File: src/rtl/bpu_predecode.sv
// Fetch-to-decode pre-decode stage with branch prediction: gshare PHT for
// conditionals, return-address stack for returns, fully associative BTB for jirl.
module bpu_predecode #(
    parameter int BTB_NUM   = 16,
    parameter int BHR_W     = 6,
    parameter int RAS_DEPTH = 8
) (
    input  logic        clk,
    input  logic        rstn,
    input  logic        in_valid,
    input  logic [31:0] in_pc,
    input  logic [31:0] in_inst,
    output logic        in_allowin,
    input  logic        out_allowin,
    output logic        out_valid,
    output logic [31:0] out_pc,
    output logic [31:0] out_inst,
    output logic        pred_taken,
    output logic [31:0] pred_target,
    input  logic        flush,
    input  logic        upd_valid,
    input  logic [31:0] upd_pc,
    input  logic        upd_cond,
    input  logic        upd_jirl,
    input  logic        upd_taken,
    input  logic [31:0] upd_target
);
    localparam int PHT_N  = 1 << BHR_W;
    localparam int BTB_IW = $clog2(BTB_NUM);
    localparam int RAS_IW = $clog2(RAS_DEPTH);
    localparam int RAS_CW = RAS_IW + 1;
    localparam logic [RAS_CW-1:0] RAS_FULL = RAS_CW'(RAS_DEPTH);

    logic               valid_r;
    logic [31:0]        pc_r;
    logic [31:0]        inst_r;
    logic [BHR_W-1:0]   ghr_spec;
    logic [BHR_W-1:0]   ghr_commit;
    logic [1:0]         pht [PHT_N];
    logic [31:0]        ras [RAS_DEPTH];
    logic [RAS_IW-1:0]  ras_ptr;
    logic [RAS_CW-1:0]  ras_cnt;
    logic [BTB_NUM-1:0] btb_valid;
    logic [29:0]        btb_tag [BTB_NUM];
    logic [31:0]        btb_tgt [BTB_NUM];
    logic [BTB_IW-1:0]  btb_ptr;

    logic [5:0]         opcode;
    logic               is_jirl, is_b, is_bl, is_cond, is_ret;
    logic [31:0]        off_long, off_cond, ras_top;
    logic [BHR_W-1:0]   pht_idx, upd_idx;
    logic               btb_hit, upd_hit, use_ras, fire, btb_wr, cond_upd;
    logic [31:0]        btb_hit_tgt;
    logic [BTB_IW-1:0]  upd_hit_idx;
    logic               unused_bits;

    assign unused_bits = ^upd_pc[1:0];

    assign in_allowin = !valid_r | out_allowin;
    assign out_valid  = valid_r;
    assign out_pc     = pc_r;
    assign out_inst   = inst_r;
    assign fire       = valid_r & out_allowin;
    assign cond_upd   = upd_valid & upd_cond;
    assign btb_wr     = upd_valid & upd_jirl & upd_taken;

    assign opcode   = inst_r[31:26];
    assign is_jirl  = (opcode == 6'h13);
    assign is_b     = (opcode == 6'h14);
    assign is_bl    = (opcode == 6'h15);
    assign is_cond  = (opcode >= 6'h16) && (opcode <= 6'h1b);
    assign is_ret   = is_jirl && (inst_r[4:0] == 5'd0) && (inst_r[9:5] == 5'd1);
    assign off_long = {{4{inst_r[9]}}, inst_r[9:0], inst_r[25:10], 2'b00};
    assign off_cond = {{14{inst_r[25]}}, inst_r[25:10], 2'b00};
    assign ras_top  = ras[ras_ptr - 1'b1];
    assign pht_idx  = ghr_spec ^ pc_r[BHR_W+1:2];
    assign upd_idx  = ghr_commit ^ upd_pc[BHR_W+1:2];

    // Lowest matching entry wins; duplicates cannot arise since updates hit in place.
    always_comb begin
        btb_hit     = 1'b0;
        btb_hit_tgt = '0;
        upd_hit     = 1'b0;
        upd_hit_idx = '0;
        for (int i = 0; i < BTB_NUM; i++) begin
            if (!btb_hit && btb_valid[i] && btb_tag[i] == pc_r[31:2]) begin
                btb_hit     = 1'b1;
                btb_hit_tgt = btb_tgt[i];
            end
            if (!upd_hit && btb_valid[i] && btb_tag[i] == upd_pc[31:2]) begin
                upd_hit     = 1'b1;
                upd_hit_idx = BTB_IW'(i);
            end
        end
    end

    always_comb begin
        pred_taken  = 1'b0;
        pred_target = '0;
        use_ras     = 1'b0;
        if (valid_r) begin
            if (is_b || is_bl) begin
                pred_taken  = 1'b1;
                pred_target = pc_r + off_long;
            end else if (is_cond) begin
                if (pht[pht_idx][1]) begin
                    pred_taken  = 1'b1;
                    pred_target = pc_r + off_cond;
                end
            end else if (is_jirl) begin
                if (is_ret && ras_cnt != '0) begin
                    pred_taken  = 1'b1;
                    pred_target = ras_top;
                    use_ras     = 1'b1;
                end else if (btb_hit) begin
                    pred_taken  = 1'b1;
                    pred_target = btb_hit_tgt;
                end
            end
        end
    end

    always_ff @(posedge clk or negedge rstn) begin
        if (!rstn) begin
            valid_r <= 1'b0;
            pc_r    <= '0;
            inst_r  <= '0;
        end else if (flush) begin
            valid_r <= 1'b0;
        end else if (in_allowin) begin
            valid_r <= in_valid;
            if (in_valid) begin
                pc_r   <= in_pc;
                inst_r <= in_inst;
            end
        end
    end

    // A mispredict flush paired with a commit rebuilds speculative history from the committed one.
    always_ff @(posedge clk or negedge rstn) begin
        if (!rstn) begin
            ghr_spec   <= '0;
            ghr_commit <= '0;
        end else begin
            if (cond_upd)
                ghr_commit <= {ghr_commit[BHR_W-2:0], upd_taken};
            if (flush && cond_upd)
                ghr_spec <= {ghr_commit[BHR_W-2:0], upd_taken};
            else if (fire && is_cond)
                ghr_spec <= {ghr_spec[BHR_W-2:0], pred_taken};
        end
    end

    always_ff @(posedge clk or negedge rstn) begin
        if (!rstn) begin
            for (int i = 0; i < PHT_N; i++)
                pht[i] <= 2'b01;
        end else if (cond_upd) begin
            if (upd_taken && pht[upd_idx] != 2'b11)
                pht[upd_idx] <= pht[upd_idx] + 2'b01;
            else if (!upd_taken && pht[upd_idx] != 2'b00)
                pht[upd_idx] <= pht[upd_idx] - 2'b01;
        end
    end

    // Circular stack: a push when full overwrites the oldest slot.
    always_ff @(posedge clk or negedge rstn) begin
        if (!rstn) begin
            ras_ptr <= '0;
            ras_cnt <= '0;
        end else if (fire && is_bl) begin
            ras_ptr <= ras_ptr + 1'b1;
            if (ras_cnt != RAS_FULL)
                ras_cnt <= ras_cnt + 1'b1;
        end else if (fire && use_ras) begin
            ras_ptr <= ras_ptr - 1'b1;
            ras_cnt <= ras_cnt - 1'b1;
        end
    end

    always_ff @(posedge clk) begin
        if (fire && is_bl)
            ras[ras_ptr] <= pc_r + 32'd4;
    end

    always_ff @(posedge clk or negedge rstn) begin
        if (!rstn) begin
            btb_valid <= '0;
            btb_ptr   <= '0;
        end else if (btb_wr && !upd_hit) begin
            btb_valid[btb_ptr] <= 1'b1;
            btb_ptr            <= btb_ptr + 1'b1;
        end
    end

    always_ff @(posedge clk) begin
        if (btb_wr) begin
            if (upd_hit) begin
                btb_tgt[upd_hit_idx] <= upd_target;
            end else begin
                btb_tag[btb_ptr] <= upd_pc[31:2];
                btb_tgt[btb_ptr] <= upd_target;
            end
        end
    end
endmodule

File: config.mk
export PLATFORM = sky130hd
export DESIGN_NAME = bpu_predecode
export DESIGN_NICKNAME = d
export VERILOG_FILES = /design/src/rtl/bpu_predecode.sv
export SDC_FILE = /design/constraint.sdc
export NUM_CORES = 2
export LEC_CHECK = 0
export BUFFER_PORTS_ARGS = -buffer_cell sky130_fd_sc_hd__buf_2
export CAP_MARGIN = 20
export CORE_ASPECT_RATIO = 1.1
export CORE_UTILIZATION = 63
export CTS_CLUSTER_DIAMETER = 80
export DETAILED_ROUTE_END_ITERATION = 16
export HOLD_SLACK_MARGIN = 0.12
export MAX_ROUTING_LAYER = met4
export PLACE_DENSITY = 0.81
export SYNTH_ARGS = -nofsm -noshare
export SYNTH_HDL_FRONTEND = slang
export SYNTH_SLANG_ARGS = --single-unit
File: constraint.sdc
create_clock -name clk -period 7 [get_ports clk]
set_clock_uncertainty 0.2 [all_clocks]
set_input_delay 0.35 -clock clk [delete_from_list [all_inputs] [get_ports clk]]
set_output_delay 0.35 -clock clk [all_outputs]
set_load 0.005 [all_outputs]
==> Word-level counts from Yosys, hierarchy flattened <==
Memory sizes are Yosys's and may differ from the RTL's.
Index checks and enable logic that the tools add are counted.
{ "word_totals": {"register_bits": 232, "ram_bits": 1248, "inputBits": 137, "output_inout_bits": 99, "elab_cells": 379, "n_memories": 3} }
{ "op_classes": {"n_addsub": 10, "order_cmp": 7, "eq_ne": 39, "n_mux": 116, "n_bitwise": 11, "reduce_logical": 120} }
{ "mem_list": {"columns": ["name", "words", "word_bits", "read_ports", "rd_ports_with_merged_regs", "wr", "line", "source"], "rows": [
  ["btb_tgt", 16, 32, 16, 0, 1, "45", "logic [31:0] btb_tgt [BTB_NUM];"],
  ["btb_tag", 16, 30, 16, 0, 1, "44", "logic [29:0] btb_tag [BTB_NUM];"],
  ["ras", 8, 32, 1, 0, 1, "40", "logic [31:0] ras [RAS_DEPTH];"]
]} }
{ "op_table": {"columns": ["op", "count"], "rows": [
  ["== test 30 bit", 32],
  ["2-to-1 mux 32 bit", 24],
  ["bitwise mux 128 bit", 2],
  ["2-to-1 mux 128 bit", 2],
  ["logical AND 1 bit", 75],
  ["2-to-1 mux 4 bit", 17],
  ["adder 32 bit", 2],
  ["2-to-1 mux 1 bit", 57],
  ["logical NOT 1 bit", 33],
  ["adder 32 x 3 -> 32 bit (second input constant)", 1],
  ["OR reduction 32 bit", 1],
  ["binary-select mux 2 bit (select 6 bit)", 2],
  ["== test 6 x 5 -> 1 bit (second input constant)", 3],
  ["OR 16 bit", 1],
  ["greater-or-equal comparator 7 bit (second input constant)", 2],
  ["inverter 6 -> 7 bit", 2],
  ["demux 2 bit (select 6 bit)", 1],
  ["2-to-1 mux 2 bit", 6],
  ["2-to-1 mux 6 bit", 2],
  ["bitwise XOR 6 bit", 2],
  ["nonzero test 2 bit", 5],
  ["adder 4 x 1 -> 4 bit (second input constant)", 2],
  ["less-than comparator 7 x 1 -> 1 bit (second input constant)", 1],
  ["greater-or-equal comparator 6 x 5 -> 1 bit (second input constant)", 1],
  ["22 further kinds", 27]
]} }

==> Longest topological paths before layout <==
An unclocked memory read counts as a cell.
{ "depth": {"word_depth": 72, "mapped_depth": 19, "ltp_nobuf": 17} }

==> Least setup slack after synthesis <==
OpenSTA, ideal clock, no wires.
{ "synth_timing": {"path_kind": "register to register", "startpoint": "reg ras_ptr[0]", "endpoint": "mem ras[1][0], enable pin", "setup_time_ns": 0.501, "t_arrival_ns": 4.913, "t_required_ns": 6.299, "slack_ns": 1.386, "path_stages_with_launch": 6, "path_buffers": 3, "period_less_slack_ns": 5.614, "cell_sequence": "dfrtp_1 -> clkbuf_1 -> clkbuf_1 -> clkbuf_1 -> inv_1 -> nor4_1"} }
{ "synth_lines": {"columns": ["item", "line", "source"], "rows": [
  ["start, declared", "41", "logic [RAS_IW-1:0] ras_ptr;"],
  ["start signal, assigned", "172", "ras_ptr <= ras_ptr + 1'b1;"],
  ["start signal, assigned", "176", "ras_ptr <= ras_ptr - 1'b1;"],
  ["end, declared", "40", null]
]} }
No word-level cell before the write port.

==> Worst setup path in the final report <==
{ "layout_timing": {"startpoint": "reg pc_r[16], in the netlist out_pc[16]", "endpoint": "out pred_target[15]"} }
{ "layout_between": {"elab_chain_len": 69, "word_cells_on_any_way": 100, "cone_classes": "eq/ne (16); mux (38); reduce/logical (46)"} }
{ "layout_rtl": {"columns": ["item", "line", "source"], "rows": [
  ["start, declared", "35", "logic [31:0] pc_r;"],
  ["start signal, assigned", "133", "pc_r <= in_pc;"],
  ["== test 30 bit", "86", "if (!btb_hit && btb_valid[i] && btb_tag[i] == pc_r[31:2]) begin"],
  ["logical AND 1 bit", "86", null],
  ["2-to-1 mux 1 bit", "86", null],
  ["logical NOT 1 bit", "86", null],
  ["logical AND 1 bit (2 in a row)", "86", null],
  ["2-to-1 mux 1 bit", "86", null],
  ["logical NOT 1 bit", "86", null],
  ["logical AND 1 bit (2 in a row)", "86", null],
  ["[50 not listed]", null, null],
  ["logical AND 1 bit (2 in a row)", "86", null],
  ["2-to-1 mux 32 bit / 2-to-1 mux 1 bit (equally long branches)", "86", null],
  ["2-to-1 mux 32 bit (*)", "115", "end else if (btb_hit) begin"],
  ["2-to-1 mux 32 bit (*)", "111", "if (is_ret && ras_cnt != '0) begin"],
  ["2-to-1 mux 32 bit (*)", "110", "end else if (is_jirl) begin"],
  ["2-to-1 mux 32 bit (*)", "105", "end else if (is_cond) begin"],
  ["2-to-1 mux 32 bit (*)", "102", "if (is_b || is_bl) begin"],
  ["2-to-1 mux 32 bit (*)", "101", "if (valid_r) begin"],
  ["end, declared", "19", "output logic [31:0] pred_target,"]
]} }
Every way passes the cells marked *; elsewhere a longest branch is shown, timed or not.

==> flow_metrics.py <==
metrics = {
    "detailed_routing": {
        "num_vias": 51600,
        "first_iter_violations": 8148,
        "wl_per_cell_um": 32.9,
        "via_per_inst": 7.01,
        "routed_wl_um": 242000,
        "drt-pass1-iter-count": 6,
        "drcViolationCount": 0,
        "final_antenna_net_count": 0,
    },
    "critical_path": {
        "timing.rr.end": "pht[43]$_DFFE_PN0P_",
        "cp_max_fo": 19,
        "r2r_cells": 16,
        "worstSetupPathType": "reg2out",
        "critPathSlowestCell": "dfrtp_2",
        "startpoint": "out_pc[16]$_DFFE_PN0P_",
        "cp-start-kind": "flip-flop",
        "critPathRequiredTime_ns": 6.45,
        "max_stage_delay_ns": 1.08,
        "crit_path_end": "pred_target[15]",
        "worstPathCellList": "xnor2_1 -> nand4_1 -> nor4_1 -> buf_4 -> and2_1 -> or2_1 -> nor3_4 -> nor2_1 -> a2111oi_2 -> o2111ai_1 -> a221oi_1 -> o21a_1 -> buf_2",
        "cp-end-kind": "primary output",
        "r2r_setup_slack_ns": 1.19,
        "timing.rr.start": "ghr_commit[0]$_DFFE_PN0P_",
        "crit_arrival_ns": 6.43,
    },
    "global_routing": {
        "grt_overflow": 0,
        "grt_use_total": 0.436,
        "grt_first_pass_wirelength_um": 344000,
        "antenna_found_initial": 13,
        "grt_pass1_vias": 50300,
        "grt_max_degree": 68,
    },
    "yosys": {
        "ys_types": 97,
        "synth_edf_count": 1248,
        "syn_area_um2": 71100,
        "syn_inst": 5237,
        "synth_nets": 5429,
        "synth.avg_cell_area_um2": 13.6,
        "yosysWarningCount": 0,
        "synthArstFlopShare": 0.157,
        "ys_ff_latch": 1480,
        "ys.flop_type": "edfxtp_1",
        "ys_seq_area_frac": 0.610,
    },
    "cts": {
        "cts_root_buf": "clkbuf_16",
        "post_cts_buffers": 0,
        "insertion_delay_ns": 0.79,
        "clk_pin_slew_ns": 0.06,
        "clock_path_buffers": 3,
        "cts_sinks": 1480,
        "postCtsHoldBufs": 154,
        "post_cts_resized": 0,
        "cts_tree": "done",
        "cts_max_level": 4,
        "cts_buffers": 148,
    },
    "sta": {
        "post-route-min-period_ns": 6.98,
        "whs_ns": 0.139,
        "fmax_mhz": 143,
        "setup-tns-final_ns": 0,
        "drv_slew": 0,
        "timing.final.hold_violations": 0,
        "rsz0062_at_grt": "no",
        "layout_setup_ws_ns": 0.0187,
        "maxSlewHeadroom": 0.195,
        "setup_violations": 0,
        "worst_pin_slew_ns": 1.21,
        "fin_crit_sh": 0.997,
    },
    "floorplanning": {
        "row_count": 128,
        "die_h_um": 354,
        "io_pins": 236,
        "fp.dieArea_um2": 114000,
        "core-area_um2": 111000,
        "start_util": 0.639,
        "fp.dieW_um": 322,
    },
    "power": {
        "cell_internal_pwr_w": 0.0171,
        "p_seq_frac": 0.455,
        "switching_share": 0.309,
        "power.density_nw_per_um2": 303,
        "power_frac_clock": 0.332,
        "switchingPower_w": 0.00765,
        "leakage_nw": 27.6,
        "vdd_drop_max_mv": 0.369,
        "power_frac_comb": 0.213,
    },
    "final_layout": {
        "area_growth_pct": 14.8,
        "stdcell_area_um2": 81600,
        "nNetsFinal": 5923,
        "drive_above_1_share": 0.203,
    },
    "run_status": {
        "outcome": "finished, final reports clean",
    },
    "min_path": {
        "min_path_cells": 3,
        "hp-class": "in2reg",
    },
    "placement": {
        "place_congestion": 1.01,
        "io_buffers": 233,
        "dpl_worst_slack_ns": 1.17,
        "dp_hpwl_um": 158000,
        "place_area_um2": 75000,
    },
    "job": {
        "maxCapViolCount": 0,
    },
}
==> through the flow <==
stage          utilization  total power [W]  std cells
2_1_floorplan            -           0.0143       5237
3_3_place_gp         0.674           0.0162       6921
3_5_place_dp         0.674           0.0163       6921
4_1_cts              0.733           0.0244       7350
5_1_grt              0.733           0.0254       7357
6_report             0.733           0.0248       7361
==> worst max-delay path, delay by kind of cell (launching register included) <==
kind	cells	cell delay (ns)
DFF	1	1.08
xor gates and xnor gates	1	0.21
and+or+nand+nor	6	2.10
buffers and inverters	2	0.33
AOI/OAI and AO/OA	4	1.89
==> worst min-delay path by stage <==
stage	slack [ns]	startpoint	to
after floorplan	-0.15	rstn	btb_ptr[0]$_DFFE_PN0N_
after global placement	0.27	flip-flop	flip-flop
after detailed placement	0.28	flip-flop	flip-flop
after CTS	0.12	in_pc[30]	out_pc[30]$_DFFE_PN0P_
after global routing	0.14	upd_pc[26]	btb_tag[10][24]$_DFFE_PP_
final	0.14	in_inst[18]	out_inst[18]$_DFFE_PN0P_
==> logic make-up after synthesis <==
family | synth area share
compound gates | 0.0626
xor+xnor | 0.131
fa+ha+maj | 0.00989
buf+inv | 0.0203
flops | 0.610
mux | 0.0627
simple gates | 0.104
==> power groups by stage <==
stage,logic (W),registers (W),clock network [W]
final,0.00528,0.0113,0.00822
after CTS,0.00505,0.0112,0.00818
after floorplan,0.00348,0.0108,0
after detailed placement,0.00492,0.0114,0
after global placement,0.00483,0.0114,0
after global routing,0.00554,0.0113,0.00853
==> synthesized netlist by cell type, types with 39 or more instances <==
| master | count | area share |
|---|---|---|
| inv_1 | 40 | 0.0021 |
| nand2_1 | 330 | 0.017 |
| nor2_1 | 225 | 0.012 |
| xor2_1 | 237 | 0.029 |
| dfrtp_1 | 168 | 0.059 |
| a21oi_1 | 122 | 0.0086 |
| nand3_1 | 128 | 0.0090 |
| xnor2_1 | 817 | 0.10 |
| mux2_2 | 199 | 0.032 |
| edfxtp_1 | 1248 | 0.53 |
| buf_2 | 86 | 0.0061 |
| nand4_1 | 316 | 0.028 |
| a221oi_1 | 39 | 0.0048 |
| nor3_1 | 47 | 0.0033 |
| o21ai_0 | 75 | 0.0053 |
| a31oi_1 | 61 | 0.0054 |
| mux4_2 | 91 | 0.029 |
| clkbuf_1 | 127 | 0.0067 |
| ha_1 | 53 | 0.0093 |
| dfstp_2 | 64 | 0.024 |
| nor4_1 | 133 | 0.012 |
==> cells in the final DEF (no fill, tap or decap), types with 30 or more instances in the layout <==
cell	count
ha_1	52
clkbuf_16	152
a31oi_1	61
buf_2	232
a221oi_1	39
nor3_1	37
nand3_1	128
mux4_2	91
a21oi_1	122
dfstp_2	64
nand2_1	330
xor2_1	233
nor2_1	195
mux2_2	199
inv_1	40
nor4_1	127
and3_1	38
dfrtp_1	137
buf_4	218
dlygate4sd3_1	153
edfxtp_1	1248
a22oi_1	34
o21ai_0	75
nand4_1	316
xnor2_1	813
dfrtp_2	30
==> area by class of cell <==
class / instances / area, um^2
tap: 1495 / 1870
inverter: 41 / 154
clock buffer: 199 / 4170
antenna: 10 / 25.0
fill: 6841 / 29700
clock inverter: 76 / 848
timing repair buffer: 610 / 4470
sequential: 1480 / 43400
multi-input combinational: 3450 / 26700
==> per-layer routing <==
layer,vias to the layer above,GRT usage,wire length (um),part of all wire
met1,25200,0.546,82400,0.34
met3,1039,0.0958,32100,0.13
li1,20900,-,-,-
met4,0,0.290,19900,0.082
met2,4484,0.639,108000,0.45
met5,-,-,0,0
==> state kept, by name (all words and copies together), names as in the netlist, named ones only <==
| signal | count |
|---|---|
| pht | 64 |
| out_pc | 32 |
| btb_tgt | 512 |
| ghr_commit | 6 |
| ras_ptr | 3 |
| ras_cnt | 4 |
| ghr_spec | 6 |
| out_valid | 1 |
| btb_ptr | 4 |
| ras | 256 |
| btb_valid | 16 |
| out_inst | 32 |
| btb_tag | 480 |
No activity file was read; power rests on OpenSTA's default activity.
